`src/rtl/dcache_pkg.sv`:
```
// Shared types and geometry for the direct-mapped write-back data cache.
// Optional hit/miss statistics are enabled with DCACHE_STATS_EN.
package dcache_pkg;

  localparam int TAG_W     = 3;
  localparam int INDEX_W   = 3;
  localparam int OFFSET_W  = 2;
  localparam int NUM_LINES = 1 << INDEX_W;
  localparam int BLK_W     = 8 << OFFSET_W;

  typedef enum logic [1:0] {
    ST_IDLE       = 2'd0,
    ST_WRITE_BACK = 2'd1,
    ST_MEM_READ   = 2'd2
  } state_e;

  typedef struct packed {
    logic             valid;
    logic             dirty;
    logic [TAG_W-1:0] tag;
    logic [BLK_W-1:0] data;
  } line_t;

  function automatic logic [7:0] sel_byte(input logic [BLK_W-1:0] blk,
                                          input logic [OFFSET_W-1:0] off);
    return blk[{off, 3'b000} +: 8];
  endfunction

  function automatic logic [BLK_W-1:0] put_byte(input logic [BLK_W-1:0] blk,
                                                input logic [OFFSET_W-1:0] off,
                                                input logic [7:0] b);
    logic [BLK_W-1:0] r;
    r = blk;
    r[{off, 3'b000} +: 8] = b;
    return r;
  endfunction

endpackage

```
`src/rtl/dcache_tag_cmp.sv`:
```
// Valid-qualified tag comparison for the indexed cache line.
module dcache_tag_cmp
  import dcache_pkg::*;
(
  input  logic             valid_i,
  input  logic [TAG_W-1:0] line_tag_i,
  input  logic [TAG_W-1:0] addr_tag_i,
  output logic             hit_o
);

  assign hit_o = valid_i & (line_tag_i == addr_tag_i);

endmodule

```
`src/rtl/dcache_controller.sv`:
```
// Direct-mapped, write-back, write-allocate data cache controller.
// Define DCACHE_STATS_EN to add saturating HIT_COUNT / MISS_COUNT outputs.
module dcache_controller
  import dcache_pkg::*;
(
  input  logic        CLK,
  input  logic        RESET,
  input  logic        READ,
  input  logic        WRITE,
  input  logic [7:0]  ADDRESS,
  input  logic [7:0]  WRITEDATA,
  output logic [7:0]  READDATA,
  output logic        BUSYWAIT,
  output logic        MEM_READ,
  output logic        MEM_WRITE,
  output logic [5:0]  MEM_ADDRESS,
  output logic [31:0] MEM_WRITEDATA,
  input  logic [31:0] MEM_READDATA,
  input  logic        MEM_BUSYWAIT
`ifdef DCACHE_STATS_EN
  ,
  output logic [15:0] HIT_COUNT,
  output logic [15:0] MISS_COUNT
`endif
);

  line_t  lines_q [NUM_LINES];
  state_e state_q;
  logic   busy_seen_q;

  logic [TAG_W-1:0]    addr_tag;
  logic [INDEX_W-1:0]  addr_idx;
  logic [OFFSET_W-1:0] addr_off;
  line_t               cur_line;
  line_t               fill_line;
  logic                hit;
  logic                req;
  logic                idle_req;
  logic                mem_done;
  logic                fill_done;

  assign addr_tag = ADDRESS[7:5];
  assign addr_idx = ADDRESS[4:2];
  assign addr_off = ADDRESS[1:0];
  assign cur_line = lines_q[addr_idx];

  dcache_tag_cmp u_tag_cmp (
    .valid_i    (cur_line.valid),
    .line_tag_i (cur_line.tag),
    .addr_tag_i (addr_tag),
    .hit_o      (hit)
  );

  assign req       = READ | WRITE;
  assign idle_req  = req & (state_q == ST_IDLE);
  // A memory transfer ends only after busy has been seen high, then low.
  assign mem_done  = busy_seen_q & ~MEM_BUSYWAIT;
  assign fill_done = (state_q == ST_MEM_READ) & mem_done;

  assign READDATA = sel_byte(cur_line.data, addr_off);
  assign BUSYWAIT = req & ~((state_q == ST_IDLE) & hit);

  always_comb begin
    fill_line       = '0;
    fill_line.valid = 1'b1;
    fill_line.tag   = addr_tag;
    fill_line.data  = MEM_READDATA;
  end

  always_comb begin
    MEM_READ      = 1'b0;
    MEM_WRITE     = 1'b0;
    MEM_ADDRESS   = '0;
    MEM_WRITEDATA = '0;
    case (state_q)
      ST_WRITE_BACK: begin
        MEM_WRITE     = 1'b1;
        MEM_ADDRESS   = {cur_line.tag, addr_idx};
        MEM_WRITEDATA = cur_line.data;
      end
      ST_MEM_READ: begin
        MEM_READ    = 1'b1;
        MEM_ADDRESS = ADDRESS[7:2];
      end
      default: ;
    endcase
  end

  always_ff @(posedge CLK) begin
    if (RESET) begin
      state_q     <= ST_IDLE;
      busy_seen_q <= 1'b0;
      for (int i = 0; i < NUM_LINES; i++) lines_q[i] <= '0;
    end else begin
      case (state_q)
        ST_IDLE: begin
          if (req) begin
            if (hit) begin
              // Simultaneous READ and WRITE is a store.
              if (WRITE) begin
                lines_q[addr_idx].data  <= put_byte(cur_line.data, addr_off, WRITEDATA);
                lines_q[addr_idx].dirty <= 1'b1;
              end
            end else begin
              busy_seen_q <= 1'b0;
              state_q     <= (cur_line.valid & cur_line.dirty) ? ST_WRITE_BACK : ST_MEM_READ;
            end
          end
        end
        ST_WRITE_BACK: begin
          if (MEM_BUSYWAIT) begin
            busy_seen_q <= 1'b1;
          end else if (busy_seen_q) begin
            busy_seen_q <= 1'b0;
            state_q     <= ST_MEM_READ;
          end
        end
        ST_MEM_READ: begin
          if (MEM_BUSYWAIT) begin
            busy_seen_q <= 1'b1;
          end else if (busy_seen_q) begin
            busy_seen_q       <= 1'b0;
            lines_q[addr_idx] <= fill_line;
            state_q           <= ST_IDLE;
          end
        end
        default: state_q <= ST_IDLE;
      endcase
    end
  end

`ifdef DCACHE_STATS_EN
  logic [15:0] hit_cnt_q;
  logic [15:0] miss_cnt_q;
  logic        post_fill_q;

  // The hit that retires a miss is not a cache hit from the CPU's view.
  always_ff @(posedge CLK) begin
    if (RESET) begin
      hit_cnt_q   <= '0;
      miss_cnt_q  <= '0;
      post_fill_q <= 1'b0;
    end else begin
      post_fill_q <= fill_done;
      if (idle_req && hit && !post_fill_q && hit_cnt_q != 16'hFFFF)
        hit_cnt_q <= hit_cnt_q + 16'd1;
      if (idle_req && !hit && miss_cnt_q != 16'hFFFF)
        miss_cnt_q <= miss_cnt_q + 16'd1;
    end
  end

  assign HIT_COUNT  = hit_cnt_q;
  assign MISS_COUNT = miss_cnt_q;
`else
  logic unused_fill_done;
  assign unused_fill_done = fill_done;
`endif

endmodule

```
`config.mk`:
```
export PLATFORM = sky130hd
export DESIGN_NAME = dcache_controller
export DESIGN_NICKNAME = d
export VERILOG_FILES = /design/src/rtl/dcache_pkg.sv /design/src/rtl/dcache_tag_cmp.sv /design/src/rtl/dcache_controller.sv
export SDC_FILE = /design/constraint.sdc
export NUM_CORES = 1
export LEC_CHECK = 0
export CAP_MARGIN = 40
export CORE_UTILIZATION = 25
export DETAILED_ROUTE_END_ITERATION = 8
export PLACE_DENSITY_LB_ADDON = 0.08
export RECOVER_POWER = 100
export SLEW_MARGIN = 20
export SYNTH_ARGS = -nofsm -noshare
export SYNTH_HDL_FRONTEND = slang
export SYNTH_SLANG_ARGS = --single-unit
```
`constraint.sdc`:
```
create_clock -name CLK -period 5.15 [get_ports CLK]
set_input_delay 1.03 -clock CLK [delete_from_list [all_inputs] [get_ports CLK]]
set_output_delay 1.03 -clock CLK [all_outputs]
set_load 0.01 [all_outputs]
```
==> results of run 1 <==
-- final cells by class --
type	count	area, um2	share of cell area
Multi-Input combinational cell	746	5210	0.287
Inverter	29	109	0.00600
Tap cell	765	957	0.0528
Sequential cell	299	8870	0.489
Timing Repair Buffer	215	1840	0.101
Clock inverter	18	135	0.00745
Clock buffer	50	1020	0.0561
-- where the power goes --
group	leakage, nW	switching [mW]	internal [mW]
combinational	2.33	0.574	0.298
sequential	3.06	0.0260	2.75
clock	0.560	1.07	1.49
total	5.95	1.67	4.53
-- per-layer routing --
layer,GRT usage,vias to the layer above,share of wire
met3,0.0306,74,0.052
li1,-,4925,-
met4,0.0513,0,0.019
met2,0.337,363,0.47
met5,0,-,0
met1,0.292,5925,0.46
-- sequential cells by signal, indices dropped and copies added (netlist names) --
name and cells:
state_q 2, lines_q 296, busy_seen_q 1
-- cells in the final DEF, fill, tap and decap left out, types with 7 or more instances in the layout --
| cell | count |
|---|---|
| a21oi_1 | 23 |
| a221o_1 | 25 |
| a221oi_1 | 26 |
| a22oi_1 | 11 |
| and2_0 | 7 |
| and2_1 | 22 |
| buf_12 | 11 |
| buf_4 | 57 |
| clkbuf_1 | 44 |
| clkbuf_16 | 39 |
| clkbuf_2 | 12 |
| clkdlybuf4s50_1 | 76 |
| clkinv_1 | 11 |
| dfxtp_1 | 11 |
| dlygate4sd3_1 | 22 |
| edfxtp_1 | 288 |
| ha_1 | 8 |
| inv_1 | 26 |
| mux2_2 | 22 |
| mux2i_1 | 43 |
| mux4_2 | 30 |
| nand2_1 | 29 |
| nand3_1 | 12 |
| nand3b_1 | 10 |
| nor2_1 | 52 |
| nor2b_1 | 20 |
| nor3_1 | 261 |
| o211ai_1 | 10 |
| o21ai_0 | 11 |
| o21ai_1 | 29 |
| o21bai_1 | 8 |
| o22ai_1 | 14 |
-- worst max path at each step --
stage,from,end,slack [ns],depth (start not counted)
floorplan,ADDRESS[4],lines_q[2][0],0.46,8
global placement,ADDRESS[3],READDATA[6],0.31,7
detailed placement,ADDRESS[3],READDATA[6],0.29,7
CTS,ADDRESS[3],READDATA[6],0.28,7
global route,ADDRESS[3],lines_q[1][20],0.10,10
finish,ADDRESS[3],lines_q[3][9],0.13,9
-- metrics by stage --
step	util	cells	worst slack, ns	total power, mW	cell area, um2
floorplan	-	1186	0.465	3.25	14700
CTS	0.321	2122	0.277	6.30	18600
finish	0.313	2122	0.129	6.20	18100
detailed placement	0.301	2054	0.288	3.74	17400
global route	0.313	2122	0.102	6.39	18100
global placement	0.300	2050	0.314	3.74	17400
-- critical path, delay by kind of cell --
kind | cells | cell delay, ns
AOI/OAI and AO/OA | 1 | 0.14
and+or+nand+nor | 2 | 0.28
buffers and inverters | 6 | 3.74
-- logic make-up after synthesis --
group / Yosys count / share of synthesized area
simple gates: 444 / 0.155
flops: 299 / 0.604
compound gates: 199 / 0.0992
buf+inv: 141 / 0.0434
mux: 95 / 0.0922
fa+ha+maj: 8 / 0.00682
==> metrics, run 1 <==
status finished with violations; failing checks max-capacitance violations, max-slew violations; final setup violating endpoints 0; Synth area leader edfxtp_1; clk buf depth 3; Setup Crit Path Kind input pin to register; largest net degree at the start of global routing 61; core box area 57,900 um2; Critical Path AT 5.30 ns; Starting Density 0.254; wire per inst 29.2 um; hold_sp busy_seen_q; cell area after synthesis 14,700 um2; Max-slew headroom -0.278; Tot GR Track Use 0.208; crit end category register; global-route wire length before repair 89,000 um; CTS tree yes; initial DRC count 931; Post-synth EDFFs 288; #FFs+latches synth 299; CTS Buf Count 38; layout overhead on the synthesized area 23.5%; die height 244 um; sequential area share after synthesis 0.604; die width 244 um; grt ovf 0; H-tree lvl count 2; vias in the first global route 11.5k; CTS Root Cell clkbuf_16; Hold Path Sink busy_seen_q; Clock Latency Late Sink 0.56 ns; peak supply drop 0.000183 V; skew final 0.0229 ns; Netlist cell types 61; Achievable Freq 199 MHz; IO Port Bufs 101; Worst path slowest cell clkbuf_1; Top Ports 102; Cell Chain, Critical Path buf_2 -> buf_4 -> and2_0 -> buf_4 -> nand2_2 -> clkbuf_1 -> clkbuf_1 -> o21bai_4 -> buf_12; Max Cap Viol 3; post-CTS setup buffers 0; vias 11.3k; asr flop ratio synth 0; DRC viols 0; Synth area leaders edfxtp_1, nor3_1, mux4_2; CTS Sinks 299; Power Dens Cells 342 nW/um2; max incr delay on CP 1.46 ns; area share of the largest cell type after synthesis 0.589; synthesized area per cell 12.4 um2; Post-CTS Resized 0; hold bufs inserted after CTS 0; total routed wirelength 62,000 um; WHS Path Cells 2; post-synthesis cell count 1,186; crit path max fanout 33; Ys Warns 0; unrepaired setup endpoints after global routing no; Worst R2R End lines_q[2][8]; fin crit period 5.02 ns; period utilization 0.975; share of layout cells above drive strength 1 0.150; nets@finish 1,390; CTS clk-pin slew, worst paths 0.05 ns; flop2flop setup slack 1.03 ns; Slew Limit Fails 62; RePlAce Congestion 0.796; Final HPWL DP 40,100 um; Static Leak 5.95 nW; Ant. Diodes 0; Via density 5.32; path depth of the worst reg2reg path 8; setup_tns 0 ns; initial antenna violation count 0; Hold Vio Cnt, Final 0; worst r2r src state_q[0]; Post-synth top cells edfxtp_1, nor3_1, clkbuf_1; Slew @ Worst Pin 1.92 ns; ANT nets after route 0; Cell Rows 88; hold_ws 0.471 ns; Startpoint Class input pin; drt first pass iters 7; most numerous cell in the Yosys netlist edfxtp_1; Post-Synthesis Net Count 1,247; Worst EP required 5.43 ns; Fillers 5,945; worst hold path type register to register; Most used DFF post-synth edfxtp_1; Die ar. 59,700 um2
Note: power is estimated with default switching activity, not from simulation.
==> run 2, diff against run 1 <==
--- a/config.mk
+++ b/config.mk
@@ -6,6 +6,7 @@
 export NUM_CORES = 1
 export LEC_CHECK = 0
 export CAP_MARGIN = 40
+export CORE_MARGIN = 3
 export CORE_UTILIZATION = 25
 export DETAILED_ROUTE_END_ITERATION = 8
 export PLACE_DENSITY_LB_ADDON = 0.08
==> run 2 against run 1 <==
  * The run still ends with max-capacitance violations, max-slew violations left
  * Die area rose by 3.3%
  * Setup slack worse by 0.076 ns
  * Sequential power hardly changed
  * Hold slack got worse by 0.0035 ns
  * Via count shrank 1.1%
  * Critical path type unchanged
==> metrics, run 2 (synthesis results as in run 1) <==
global-route wire length before repair 87,600 um; drt first pass iters 7; Clock Latency Late Sink 0.57 ns; Top Ports 102; Ant. Diodes 0; skew final 0.0344 ns; crit end category register; commonest cells after routing, fill and taps aside edfxtp_1, nor3_1, clkdlybuf4s50_1; Setup Crit Path Kind input pin to register; wire per inst 29.1 um; CTS Root Cell clkbuf_16; Bufs and invs on worst path 5; max FFs per register 296; Max-slew headroom -1.25; Die ar. 61,700 um2; CP delay by family, top buffers and inverters; DRC viols 0; IO Port Bufs 101; Hold Vio Cnt, Final 0; Cell Chain, Critical Path buf_2 -> buf_12 -> nor2_1 -> clkbuf_2 -> nand2_1 -> clkbuf_1 -> o21bai_4 -> clkbuf_4; peak supply drop 0.000200 V; Max Cap Viol 8; fin crit period 5.10 ns; Fillers 5,997; post-CTS setup buffers 0; max incr delay on CP 2.31 ns; core box area 57,900 um2; combined area of the multi-input logic cells 5250 um2; ANT nets after route 0; CTS clk-pin slew, worst paths 0.06 ns; Slew @ Worst Pin 3.37 ns; Starting Density 0.254; layout overhead on the synthesized area 24.3%; vias in the first global route 11.4k; Tot GR Track Use 0.200; Static Leak 6.03 nW; largest net degree at the start of global routing 61; worst hold path type register to register; Cell Rows 88; total routed wirelength 61,600 um; Biggest register lines_q; setup_tns 0 ns; Regs by FF count lines_q (296), state_q (2), busy_seen_q (1); worst r2r src state_q[0]; Worst EP required 5.42 ns; CTS tree yes; failing checks max-capacitance violations, max-slew violations; share of layout cells above drive strength 1 0.158; crit path max fanout 38; crit path from ADDRESS[3]; vias 11.2k; Reg area 8870 um2; Final HPWL DP 38,300 um; die width 248 um; nets@finish 1,382; Slew Limit Fails 304; CTS Sinks 299; grt ovf 0; hold_sp busy_seen_q; post-route cell area 18,300 um2; H-tree lvl count 2; CTS Buf Count 39; Worst path slowest cell clkbuf_1; unrepaired setup endpoints after global routing no; period utilization 0.990; dpl cell area 17,300 um2; status finished with violations; most common cell after layout, fill and taps aside edfxtp_1; final setup violating endpoints 0; die height 248 um; hold bufs inserted after CTS 0; Via density 5.28; Critical Path AT 5.37 ns; initial DRC count 874; initial antenna violation count 2; RePlAce Congestion 0.785; Startpoint Class input pin; Achievable Freq 196 MHz; Post-CTS Resized 0; clk buf depth 3; Core Util, Final 0.315; Power Dens Cells 344 nW/um2
-- run 2: cell count changes in the layout (fill, tap and decap cells not counted), sizes merged --
cell           change
buf                +4
clkbuf            -13
dlygate4sd3        +1
clkdlybuf4s50      -1
-- run 2: worst reg2reg max path: cells and delay by family, from the launching register on --
family	cells	cell delay, ns
AO/OA/AOI/OAI	2	0.65
adder cells (fa/ha/maj)	1	0.37
buffers and inverters	3	2.32
flip-flops	1	0.31
AND/OR/NAND/NOR	1	0.22
-- run 2: through the flow --
stage	hold WS, ns	setup slack [ns]	cells	power [mW]
after global routing	0.493	0.0262	2113	6.51
after CTS	0.473	0.226	2111	6.38
after detailed placement	0.464	0.256	2043	3.72
final	0.468	0.0526	2113	6.29
after global placement	0.455	0.248	2042	3.73
after floorplan	0.444	0.465	1186	3.25
-- run 2: power breakdown --
part	switching (mW)	internal (mW)
clock network	1.10	1.55
logic	0.572	0.302
registers	0.0248	2.75
-- run 2: final cells by class --
class	instances	share of cell area
clock buffers	50	0.0580
clock inverters	18	0.00829
inverters	29	0.00596
multi-input cells	746	0.288
flip-flops and latches	299	0.486
well taps	765	0.0524
repair buffers	206	0.102
-- run 2: final timing paths --
check	end	slack, ns	depth (start not counted)
max	lines_q[0][20]	0.05	8
min	busy_seen_q	0.47	2
max reg2reg	lines_q[7][9]	0.91	7
min reg2reg	busy_seen_q	0.47	2
-- run 2: layer usage --
| layer | share of wire | track usage |
|---|---|---|
| met3 | 0.049 | 0.0285 |
| met5 | 0 | 0 |
| met2 | 0.46 | 0.322 |
| met4 | 0.022 | 0.0529 |
| met1 | 0.47 | 0.284 |
==> run 3, diff against run 2 <==
==> constraint.sdc (replaced) <==
create_clock -name CLK -period 5.45 [get_ports CLK]
set_input_delay 1.09 -clock CLK [delete_from_list [all_inputs] [get_ports CLK]]
set_output_delay 1.09 -clock CLK [all_outputs]
set_load 0.01 [all_outputs]
==> run 3 against run 2 <==
  * The flow still finishes with violations (max-capacitance violations, max-slew violations)
  * Combinational power decreased by 6.4%
  * Cell area fell by 0.33%
  * Via count fell by 0.46%
  * Critical path type is now input pin to output port
  * Cell count down 0.66%
  * Setup slack better by 0.12 ns
==> metrics, run 3 (synthesis results as in run 1) <==
fin crit period 5.28 ns; Bufs and invs on worst path 4; initial antenna violation count 2; Via density 5.30; Max Cap Viol 2; Critical Path AT 4.19 ns; most common cell after layout, fill and taps aside edfxtp_1; Max-slew headroom -0.583; Post-CTS Resized 0; layout overhead on the synthesized area 23.9%; Power Dens Cells 336 nW/um2; Setup Crit Path Kind input pin to output port; Hold Vio Cnt, Final 0; CTS clk-pin slew, worst paths 0.06 ns; post-CTS setup buffers 0; crit path max fanout 34; largest net degree at the start of global routing 100; Static Leak 5.96 nW; H-tree lvl count 2; Cell Chain, Critical Path buf_4 -> clkbuf_1 -> mux4_2 -> mux2i_1 -> inv_1 -> mux4_2 -> clkdlybuf4s50_1; total routed wirelength 62,500 um; Setup WS post-layout 0.171 ns; vias in the first global route 11.4k; DRC viols 0; pre-CTS worst setup slack 0.271 ns; Clock Latency Late Sink 0.56 ns; skew final 0.0235 ns; commonest cells after routing, fill and taps aside edfxtp_1, nor3_1, clkdlybuf4s50_1; CP most frequent cell mux4_2; wire per inst 29.8 um; Slew Limit Fails 84; Slew @ Worst Pin 2.37 ns; IO Port Bufs 101; Worst path slowest cell clkbuf_1; hold bufs inserted after CTS 0; CTS Root Cell clkbuf_16; Tot GR Track Use 0.204; core box area 57,900 um2; status finished with violations; global-route wire length before repair 88,800 um; die width 248 um; Worst EP required 4.36 ns; ANT nets after route 0; Startpoint Class input pin; Cell Rows 88; period utilization 0.969; failing checks max-capacitance violations, max-slew violations; die height 248 um; drt first pass iters 5; nets@finish 1,370; Die ar. 61,700 um2; post-route cell area 18,200 um2; CP delay by family, top buffers and inverters; worst hold path type register to register; max incr delay on CP 0.65 ns; unrepaired setup endpoints after global routing no; grt ovf 0; peak supply drop 0.000178 V; Achievable Freq 189 MHz; Final HPWL DP 38,800 um; clk buf depth 3; initial DRC count 1,045; Starting Density 0.254; Regs by FF count lines_q (296), state_q (2), busy_seen_q (1); CTS tree yes; Ant. Diodes 0; final setup violating endpoints 0; Fillers 5,967; CTS Buf Count 38; setup_tns 0 ns; vias 11.1k; crit end category output port; CTS Sinks 299; Biggest register lines_q; share of layout cells above drive strength 1 0.155; RePlAce Congestion 0.803; max FFs per register 296; Core Util, Final 0.314; dpl cell area 17,100 um2; Top Ports 102
-- run 3: changes by cell type in the layout (fill, tap and decap cells not counted), sizes merged --
cell | previous run | this run
clkinv | 16 | 8
bufinv | 2 | 7
dlygate4sd3 | 23 | 18
clkbuf | 84 | 81
clkinvlp | 1 | 2
clkdlybuf4s50 | 75 | 80
buf | 74 | 65
-- run 3: stage by stage --
stage | cells | hold slack, ns | total power [mW]
floorplan | 1186 | 0.444 | 3.07
global placement | 2031 | 0.457 | 3.51
detailed placement | 2034 | 0.462 | 3.51
CTS | 2099 | 0.471 | 6.20
global route | 2099 | 0.501 | 6.32
finish | 2099 | 0.472 | 6.11
-- run 3: worst paths after layout --
kind	startpoint	endpoint	slack [ns]	depth (start not counted)
hold reg to reg	lines_q[2][36]	lines_q[2][36]	0.47	2
hold / removal	lines_q[2][36]	lines_q[2][36]	0.47	2
setup reg to reg	state_q[0]	lines_q[2][15]	1.11	7
setup / recovery	ADDRESS[4]	READDATA[6]	0.17	7
-- run 3: area by class of cell --
class | instances | area, um2 | area share
clock buffer | 49 | 1020 | 0.0562
clock inverter | 16 | 260 | 0.0143
inverter | 29 | 109 | 0.00598
multi-input combinational | 746 | 5250 | 0.289
sequential | 299 | 8870 | 0.487
tap | 765 | 957 | 0.0526
timing repair buffer | 195 | 1730 | 0.0949
-- run 3: worst reg2reg max path: cells and delay by family, from the launching register on --
family                   cells  cell delay [ns]
AO/OA/AOI/OAI                2             0.57
flip-flops                   1             0.31
adder cells (fa/ha/maj)      1             0.36
buffers and inverters        3             2.46
AND/OR/NAND/NOR              1             0.22
-- run 3: power breakdown --
group          total, mW  switching, mW  internal, mW
logic              0.818          0.540         0.278
clock network       2.68           1.02          1.65
registers           2.62         0.0255          2.59
-- run 3: layer usage --
metal | wire, um | vias to the layer above | part of all wire | global-route usage
met2 | 29200 | 368 | 0.47 | 0.336
met5 | 0 | - | 0 | 0
met4 | 1280 | 0 | 0.020 | 0.0503
met3 | 3480 | 73 | 0.056 | 0.0365
li1 | - | 4883 | - | -
met1 | 28600 | 5791 | 0.46 | 0.278
